===== config.mk =====
export PLATFORM = sky130hd
export DESIGN_NAME = divisor_4_bits_flat
export DESIGN_NICKNAME = d
export VERILOG_FILES = /design/src/rtl/divisor_4_bits_pkg.sv /design/src/rtl/divisor_4_bits_if.sv /design/src/rtl/divisor_4_bits_subtrator.sv /design/src/rtl/divisor_4_bits.sv /design/src/flat_wrapper.sv
export SDC_FILE = /design/constraint.sdc
export NUM_CORES = 1
export LEC_CHECK = 0
export BUFFER_PORTS_ARGS = -buffer_cell sky130_fd_sc_hd__buf_2
export CORE_MARGIN = 8
export CORE_UTILIZATION = 35
export CTS_CLUSTER_DIAMETER = 30
export CTS_CLUSTER_SIZE = 16
export DETAILED_ROUTE_END_ITERATION = 6
export GPL_ROUTABILITY_DRIVEN = 0
export PLACE_DENSITY = 0.51
export SLEW_MARGIN = 20
export SYNTH_ARGS = -nofsm -noshare
export SYNTH_HDL_FRONTEND = slang
export SYNTH_SLANG_ARGS = --single-unit

===== constraint.sdc =====
create_clock -name clk -period 4.55 [get_ports clk]
set_clock_uncertainty 0.2 [all_clocks]
set_input_delay 0.6825 -clock clk [delete_from_list [all_inputs] [get_ports clk]]
set_output_delay 0.6825 -clock clk [all_outputs]
set_load 0.05 [all_outputs]

===== src/rtl/divisor_4_bits_pkg.sv =====
// Shared definitions for the sequential restoring divider: FSM encoding and default width.
package divisor_4_bits_pkg;

  localparam int WIDTH_DEFAULT = 4;

  typedef enum logic [1:0] {
    IDLE = 2'd0,
    CALC = 2'd1,
    DONE = 2'd2
  } state_t;

endpackage


===== src/rtl/divisor_4_bits_if.sv =====
// Start/done handshake bundle between a requester (master) and the divider (slave).
interface divisor_4_bits_if
  import divisor_4_bits_pkg::*;
#(
  parameter int WIDTH = WIDTH_DEFAULT
);

  logic             start;
  logic [WIDTH-1:0] dividendo;
  logic [WIDTH-1:0] divisor;
  logic [WIDTH-1:0] quociente;
  logic [WIDTH-1:0] resto;
  logic             busy;
  logic             done;
  logic             div_zero;

  modport master (
    output start, dividendo, divisor,
    input  quociente, resto, busy, done, div_zero
  );

  modport slave (
    input  start, dividendo, divisor,
    output quociente, resto, busy, done, div_zero
  );

endinterface


===== src/rtl/divisor_4_bits_subtrator.sv =====
// Ripple-borrow subtractor (a - b) built from full_subtractor cells, mirroring the ripple adder.
module full_subtractor (
  input  logic a,
  input  logic b,
  input  logic borrow_in,
  output logic diff,
  output logic borrow_out
);

  assign diff       = a ^ b ^ borrow_in;
  assign borrow_out = (~a & b) | (~(a ^ b) & borrow_in);

endmodule

module subtrator_4_bits #(
  parameter int N = 5
) (
  input  logic [N-1:0] a,
  input  logic [N-1:0] b,
  output logic [N-1:0] diff,
  output logic         borrow_out
);

  logic [N:0] borrow;

  assign borrow[0] = 1'b0;

  for (genvar i = 0; i < N; i++) begin : g_cell
    full_subtractor u_cell (
      .a         (a[i]),
      .b         (b[i]),
      .borrow_in (borrow[i]),
      .diff      (diff[i]),
      .borrow_out(borrow[i+1])
    );
  end

  assign borrow_out = borrow[N];

endmodule


===== src/rtl/divisor_4_bits.sv =====
// Sequential unsigned restoring divider, one quotient bit per clock.
// Optional zero-divisor short-cut enabled by defining DIV_ZERO_CHECK_EN.
module divisor_4_bits
  import divisor_4_bits_pkg::*;
#(
  parameter int WIDTH = WIDTH_DEFAULT
) (
  input  logic             clk,
  input  logic             rst,
  divisor_4_bits_if.slave  bus
);

  localparam int CW = $clog2(WIDTH) + 1;

  state_t           state;
  logic [WIDTH:0]   r_reg;
  logic [WIDTH-1:0] q_reg;
  logic [WIDTH-1:0] d_reg;
  logic [CW-1:0]    cnt;
  logic [WIDTH-1:0] quociente_r;
  logic [WIDTH-1:0] resto_r;
  logic             done_r;

  logic [WIDTH:0]   r_shift;
  logic [WIDTH:0]   trial;
  logic             borrow;
  logic             take;
  logic [WIDTH:0]   r_next;
  logic [WIDTH-1:0] q_next;

  assign r_shift = {r_reg[WIDTH-1:0], q_reg[WIDTH-1]};

  subtrator_4_bits #(.N(WIDTH + 1)) u_sub (
    .a         (r_shift),
    .b         ({1'b0, d_reg}),
    .diff      (trial),
    .borrow_out(borrow)
  );

  // A set top bit in R means the shifted value overflowed the subtractor, so it certainly fits.
  assign take   = ~borrow | r_reg[WIDTH];
  assign r_next = take ? trial : r_shift;
  assign q_next = {q_reg[WIDTH-2:0], take};

`ifdef DIV_ZERO_CHECK_EN
  logic div_zero_r;
`endif

  always_ff @(posedge clk) begin
    if (rst) begin
      state       <= IDLE;
      r_reg       <= '0;
      q_reg       <= '0;
      d_reg       <= '0;
      cnt         <= '0;
      quociente_r <= '0;
      resto_r     <= '0;
      done_r      <= 1'b0;
`ifdef DIV_ZERO_CHECK_EN
      div_zero_r  <= 1'b0;
`endif
    end else begin
      done_r <= 1'b0;
      case (state)
        IDLE: begin
          if (bus.start) begin
            d_reg <= bus.divisor;
            q_reg <= bus.dividendo;
            r_reg <= '0;
            cnt   <= '0;
            state <= CALC;
`ifdef DIV_ZERO_CHECK_EN
            div_zero_r <= 1'b0;
            if (bus.divisor == '0) begin
              quociente_r <= '1;
              resto_r     <= bus.dividendo;
              div_zero_r  <= 1'b1;
              done_r      <= 1'b1;
              state       <= DONE;
            end
`endif
          end
        end
        CALC: begin
          r_reg <= r_next;
          q_reg <= q_next;
          cnt   <= cnt + 1'b1;
          if (cnt == CW'(WIDTH - 1)) begin
            quociente_r <= q_next;
            resto_r     <= r_next[WIDTH-1:0];
            done_r      <= 1'b1;
            state       <= DONE;
          end
        end
        DONE:    state <= IDLE;
        default: state <= IDLE;
      endcase
    end
  end

  assign bus.quociente = quociente_r;
  assign bus.resto     = resto_r;
  assign bus.done      = done_r;
  assign bus.busy      = (state != IDLE);
`ifdef DIV_ZERO_CHECK_EN
  assign bus.div_zero  = div_zero_r;
`else
  assign bus.div_zero  = 1'b0;
`endif

endmodule

===== src/flat_wrapper.sv =====
// flat-port wrapper written by rule: the top's interface ports become plain ports
module divisor_4_bits_flat import divisor_4_bits_pkg::*;
#(
  parameter int WIDTH = WIDTH_DEFAULT
)
  (clk, rst, bus_start, bus_dividendo, bus_divisor, bus_quociente, bus_resto, bus_busy, bus_done, bus_div_zero);
  divisor_4_bits_if #(.WIDTH(WIDTH)) bus_i ();
  input  logic clk;
  input  logic rst;
  input wire logic [$bits(bus_i.start)-1:0] bus_start;
  input wire logic [$bits(bus_i.dividendo)-1:0] bus_dividendo;
  input wire logic [$bits(bus_i.divisor)-1:0] bus_divisor;
  output wire logic [$bits(bus_i.quociente)-1:0] bus_quociente;
  output wire logic [$bits(bus_i.resto)-1:0] bus_resto;
  output wire logic [$bits(bus_i.busy)-1:0] bus_busy;
  output wire logic [$bits(bus_i.done)-1:0] bus_done;
  output wire logic [$bits(bus_i.div_zero)-1:0] bus_div_zero;
  assign bus_i.start = bus_start;
  assign bus_i.dividendo = bus_dividendo;
  assign bus_i.divisor = bus_divisor;
  assign bus_quociente = bus_i.quociente;
  assign bus_resto = bus_i.resto;
  assign bus_busy = bus_i.busy;
  assign bus_done = bus_i.done;
  assign bus_div_zero = bus_i.div_zero;
  divisor_4_bits #(.WIDTH(WIDTH)) u_core (.clk(clk), .rst(rst), .bus(bus_i));
endmodule

==> run summary <==
### Floorplan
* area inside the core boundary: 3580 µm²
* row count: 22
* starting utilization of the core area: 35.3%
* Die Wd: 76.1 µm
* Die Footprint: 5790 µm²
* y dimension of the die: 76.1 µm
* boundary pin count: 22

### STA
* Worst Hold Margin: 0.267 ns
* Slew Limit Fails: 0
* slew margin rel.: 66.2%
* final critical path time including I/O delays and setup: 2.64 ns
* transition time at the pin with the least slew margin: 0.506 ns
* setup repair after global routing missed its margin: false
* final total negative setup slack: 0 ns
* final hold violation count: 0
* Worst Setup Slack, final: 1.91 ns
* highest clock frequency the design can meet: 0.379 GHz
* Tcrit/Tclk final: 58.0%
* Setup violations, final: 0

### Clocking
* CTS max path bufs: 2
* post-CTS repair timing setup buffer count: 0
* number of gates given a new drive strength after cts: 0
* Reg clk slew, reported paths: 0.14 ns
* quantity of hold-fixing buffers added after cts: 0
* CTS tree: built
* CTS Sinks: 27
* clock insertion delay at the later pin of the skew report: 0.33 ns
* maximum level of the CTS H-tree: 1
* buffer cell driving the clock tree root: sky130_fd_sc_hd__clkbuf_4
* total CTS buffers: 3

### Synth
* number of distinct library cell variants in the gate-level netlist after synthesis: 35
* xor/xnor cell area share of the yosys netlist: 0%
* syn avg cell area: 9.51 µm²
* Post-Synthesis Net Count: 151
* post-synthesis mux area share: 5.54%
* post-synthesis sequential area ratio: 42.7%
* netlist area before placement: 1260 µm²
* compound-gate portion of the synthesized area: 14.9%
* combinational family with the most area after synthesis: simple AND/OR/NAND/NOR gates
* gate count after technology mapping: 133
* Post-Synth Adder-Cell Area: 8.70%
* post-synthesis sequential element count: 27
* synthesized-area fraction occupied by and/or/nand/nor cells: 19.2%
* number of synthesis warnings: 0

### Setup path
* Worst Path Max Fanout: 5
* Critical Path AT: 2.66 ns
* required time at the worst-slack endpoint: 4.57 ns
* classification of the worst setup path: flop to flop
* Worst Setup Start Kind: flop
* sort of element at the end of the critical path: flop

### Layout
* fin util: 38.4%
* total area of multi-input combinational cells: 616 µm²
* # nets final: 166
* leading cell types in the layout, fill and taps excluded: sky130_fd_sc_hd__dfxtp_1, sky130_fd_sc_hd__buf_2, sky130_fd_sc_hd__nand2_1
* area added between synthesis and finish: 8.51%
* sequential cell area: 541 µm²
* max FFs per register: 5
* antenna diode count: 0
* most common library cell in the layout ignoring fill and taps: sky130_fd_sc_hd__dfxtp_1
* final-layout fill cell count: 374
* share of final-layout standard cells stronger than drive strength 1: 19.0%

### Placement
* setup slack at placement: 1.95 ns
* HPWL Detailed: 1930 µm
* number of port buffers: 20

### Routing
* via count: 914
* via density per instance: 4.69
* aggregate routed wire length: 2580 µm
* number of DRC markers in iteration 0: 40
* post-route ant nets: 0
* number of optimization iterations in the first detailed-route pass: 4
* DRC errors left: 0
* average wire length per cell after detail routing: 13.2 µm

### Pwr
* maximum ir drop on the vdd rail: 0.0866 mV
* total power after layout: 439 µW
* Static Leak: 0.592 nW
* power per cell area: 320 nW/µm²

### Global route
* sum of overflow across all layers after global routing: 0
* GR Util All Layers: 9.05%
* largest net degree at the start of global routing: 28
* vias in the first global route: 979
* antenna violations before repair: 0
* first-pass GRT wire length: 4400 µm

### Outcome
* status: completed

### Run
* MaxCap Viol Count: 0

### Worst hold path
* kind of path behind the tightest hold check: flop to flop

metrics by stage:
step | instance area (µm²) | instances
after floorplan | 1260 | 133
after global placement | 1350 | 191
after detailed placement | 1350 | 191
after CTS | 1370 | 195
after global routing | 1370 | 195
final | 1370 | 195
path summary, 6_finish.rpt:
kind | startpoint | endpoint | slack [ns] | depth (start not counted)
hold / removal | u_core.d_reg[1] | u_core.d_reg[1] | 0.27 | 2
hold reg to reg | u_core.d_reg[1] | u_core.d_reg[1] | 0.27 | 2
setup / recovery | u_core.q_reg[3] | u_core.bus.resto[2] | 1.91 | 11
setup reg to reg | u_core.q_reg[3] | u_core.bus.resto[2] | 1.91 | 11
cells by family (layout without fill, tap and decap cells):
group                      after synthesis  count (layout)
and+or+nand+nor                         47              47
muxes                                    7               7
DFF                                     27              27
AOI/OAI and AO/OA                       26              26
adders and majority gates                7               7
buffers and inverters                   18              32
other                                    1               1
critical path, cell delays in order (launching register included):
cell and delay, ns:
sky130_fd_sc_hd__dfxtp_1 0.34, sky130_fd_sc_hd__inv_1 0.08, sky130_fd_sc_hd__ha_1 0.15, sky130_fd_sc_hd__inv_1 0.05, sky130_fd_sc_hd__fa_1 0.38, sky130_fd_sc_hd__fa_1 0.37, sky130_fd_sc_hd__inv_1 0.07, sky130_fd_sc_hd__fa_1 0.16
sky130_fd_sc_hd__ha_1 0.17, sky130_fd_sc_hd__nand2b_1 0.19, sky130_fd_sc_hd__mux2i_1 0.27, sky130_fd_sc_hd__a211oi_1 0.10
report_power, final:
| part | leakage [nW] | internal [mW] | switching (mW) | total [mW] |
|---|---|---|---|---|
| combinational | 0.357 | 0.0316 | 0.0456 | 0.0772 |
| sequential | 0.220 | 0.247 | 0.00898 | 0.256 |
| clock | 0.0150 | 0.0344 | 0.0714 | 0.106 |
routing by layer:
metal / share of wire, % / vias up / wire [µm] / GRT usage, %
li1: - / 476 / - / -
met1: 51 / 414 / 1330 / 11.2
met2: 43 / 19 / 1100 / 14.2
met3: 4.2 / 5 / 109 / 2.48
met4: 1.6 / 0 / 40 / 4.04
met5: 0 / - / 0 / 0
Yosys cell counts:
| cell | count | area share, % |
|---|---|---|
| sky130_fd_sc_hd__nor2_1 | 14 | 4.2 |
| sky130_fd_sc_hd__conb_1 | 1 | 0.30 |
| sky130_fd_sc_hd__and3b_1 | 1 | 0.69 |
| sky130_fd_sc_hd__or3b_1 | 1 | 0.69 |
| sky130_fd_sc_hd__and2b_1 | 2 | 1.2 |
| sky130_fd_sc_hd__or2b_1 | 1 | 0.59 |
| sky130_fd_sc_hd__ha_1 | 4 | 4.0 |
| sky130_fd_sc_hd__nand3_1 | 1 | 0.40 |
| sky130_fd_sc_hd__o2bb2ai_1 | 3 | 2.1 |
| sky130_fd_sc_hd__buf_6 | 4 | 3.6 |
| sky130_fd_sc_hd__o22ai_1 | 1 | 0.49 |
| sky130_fd_sc_hd__nor2_2 | 1 | 0.49 |
| sky130_fd_sc_hd__a311oi_1 | 3 | 2.1 |
| sky130_fd_sc_hd__nor2b_1 | 2 | 0.99 |
| sky130_fd_sc_hd__or3b_4 | 1 | 0.89 |
| sky130_fd_sc_hd__a31oi_1 | 1 | 0.49 |
| sky130_fd_sc_hd__o32ai_1 | 1 | 0.69 |
| sky130_fd_sc_hd__a21oi_1 | 7 | 2.8 |
| sky130_fd_sc_hd__o21ba_2 | 1 | 0.79 |
| sky130_fd_sc_hd__fa_1 | 3 | 4.7 |
| sky130_fd_sc_hd__a21o_1 | 2 | 1.2 |
| sky130_fd_sc_hd__nor3b_1 | 4 | 2.4 |
| sky130_fd_sc_hd__inv_1 | 8 | 2.4 |
| sky130_fd_sc_hd__nand2_1 | 15 | 4.5 |
| sky130_fd_sc_hd__and3b_2 | 1 | 0.79 |
| sky130_fd_sc_hd__a211oi_1 | 4 | 2.4 |
| sky130_fd_sc_hd__o21a_1 | 1 | 0.59 |
| sky130_fd_sc_hd__a22o_1 | 2 | 1.4 |
| sky130_fd_sc_hd__buf_4 | 2 | 1.2 |
| sky130_fd_sc_hd__dfxtp_1 | 27 | 43 |
| sky130_fd_sc_hd__buf_2 | 3 | 1.2 |
| sky130_fd_sc_hd__nand2b_1 | 2 | 0.99 |
| sky130_fd_sc_hd__clkbuf_1 | 1 | 0.30 |
| sky130_fd_sc_hd__mux2i_1 | 7 | 5.5 |
| sky130_fd_sc_hd__or2_2 | 1 | 0.49 |
cell type report:
class	count	area share, %
Multi-Input combinational cell	88	44.8
Tap cell	48	4.38
Inverter	8	2.19
Clock buffer	4	1.91
Sequential cell	27	39.4
Timing Repair Buffer	20	7.29
No activity file was read; power rests on OpenSTA's default activity.
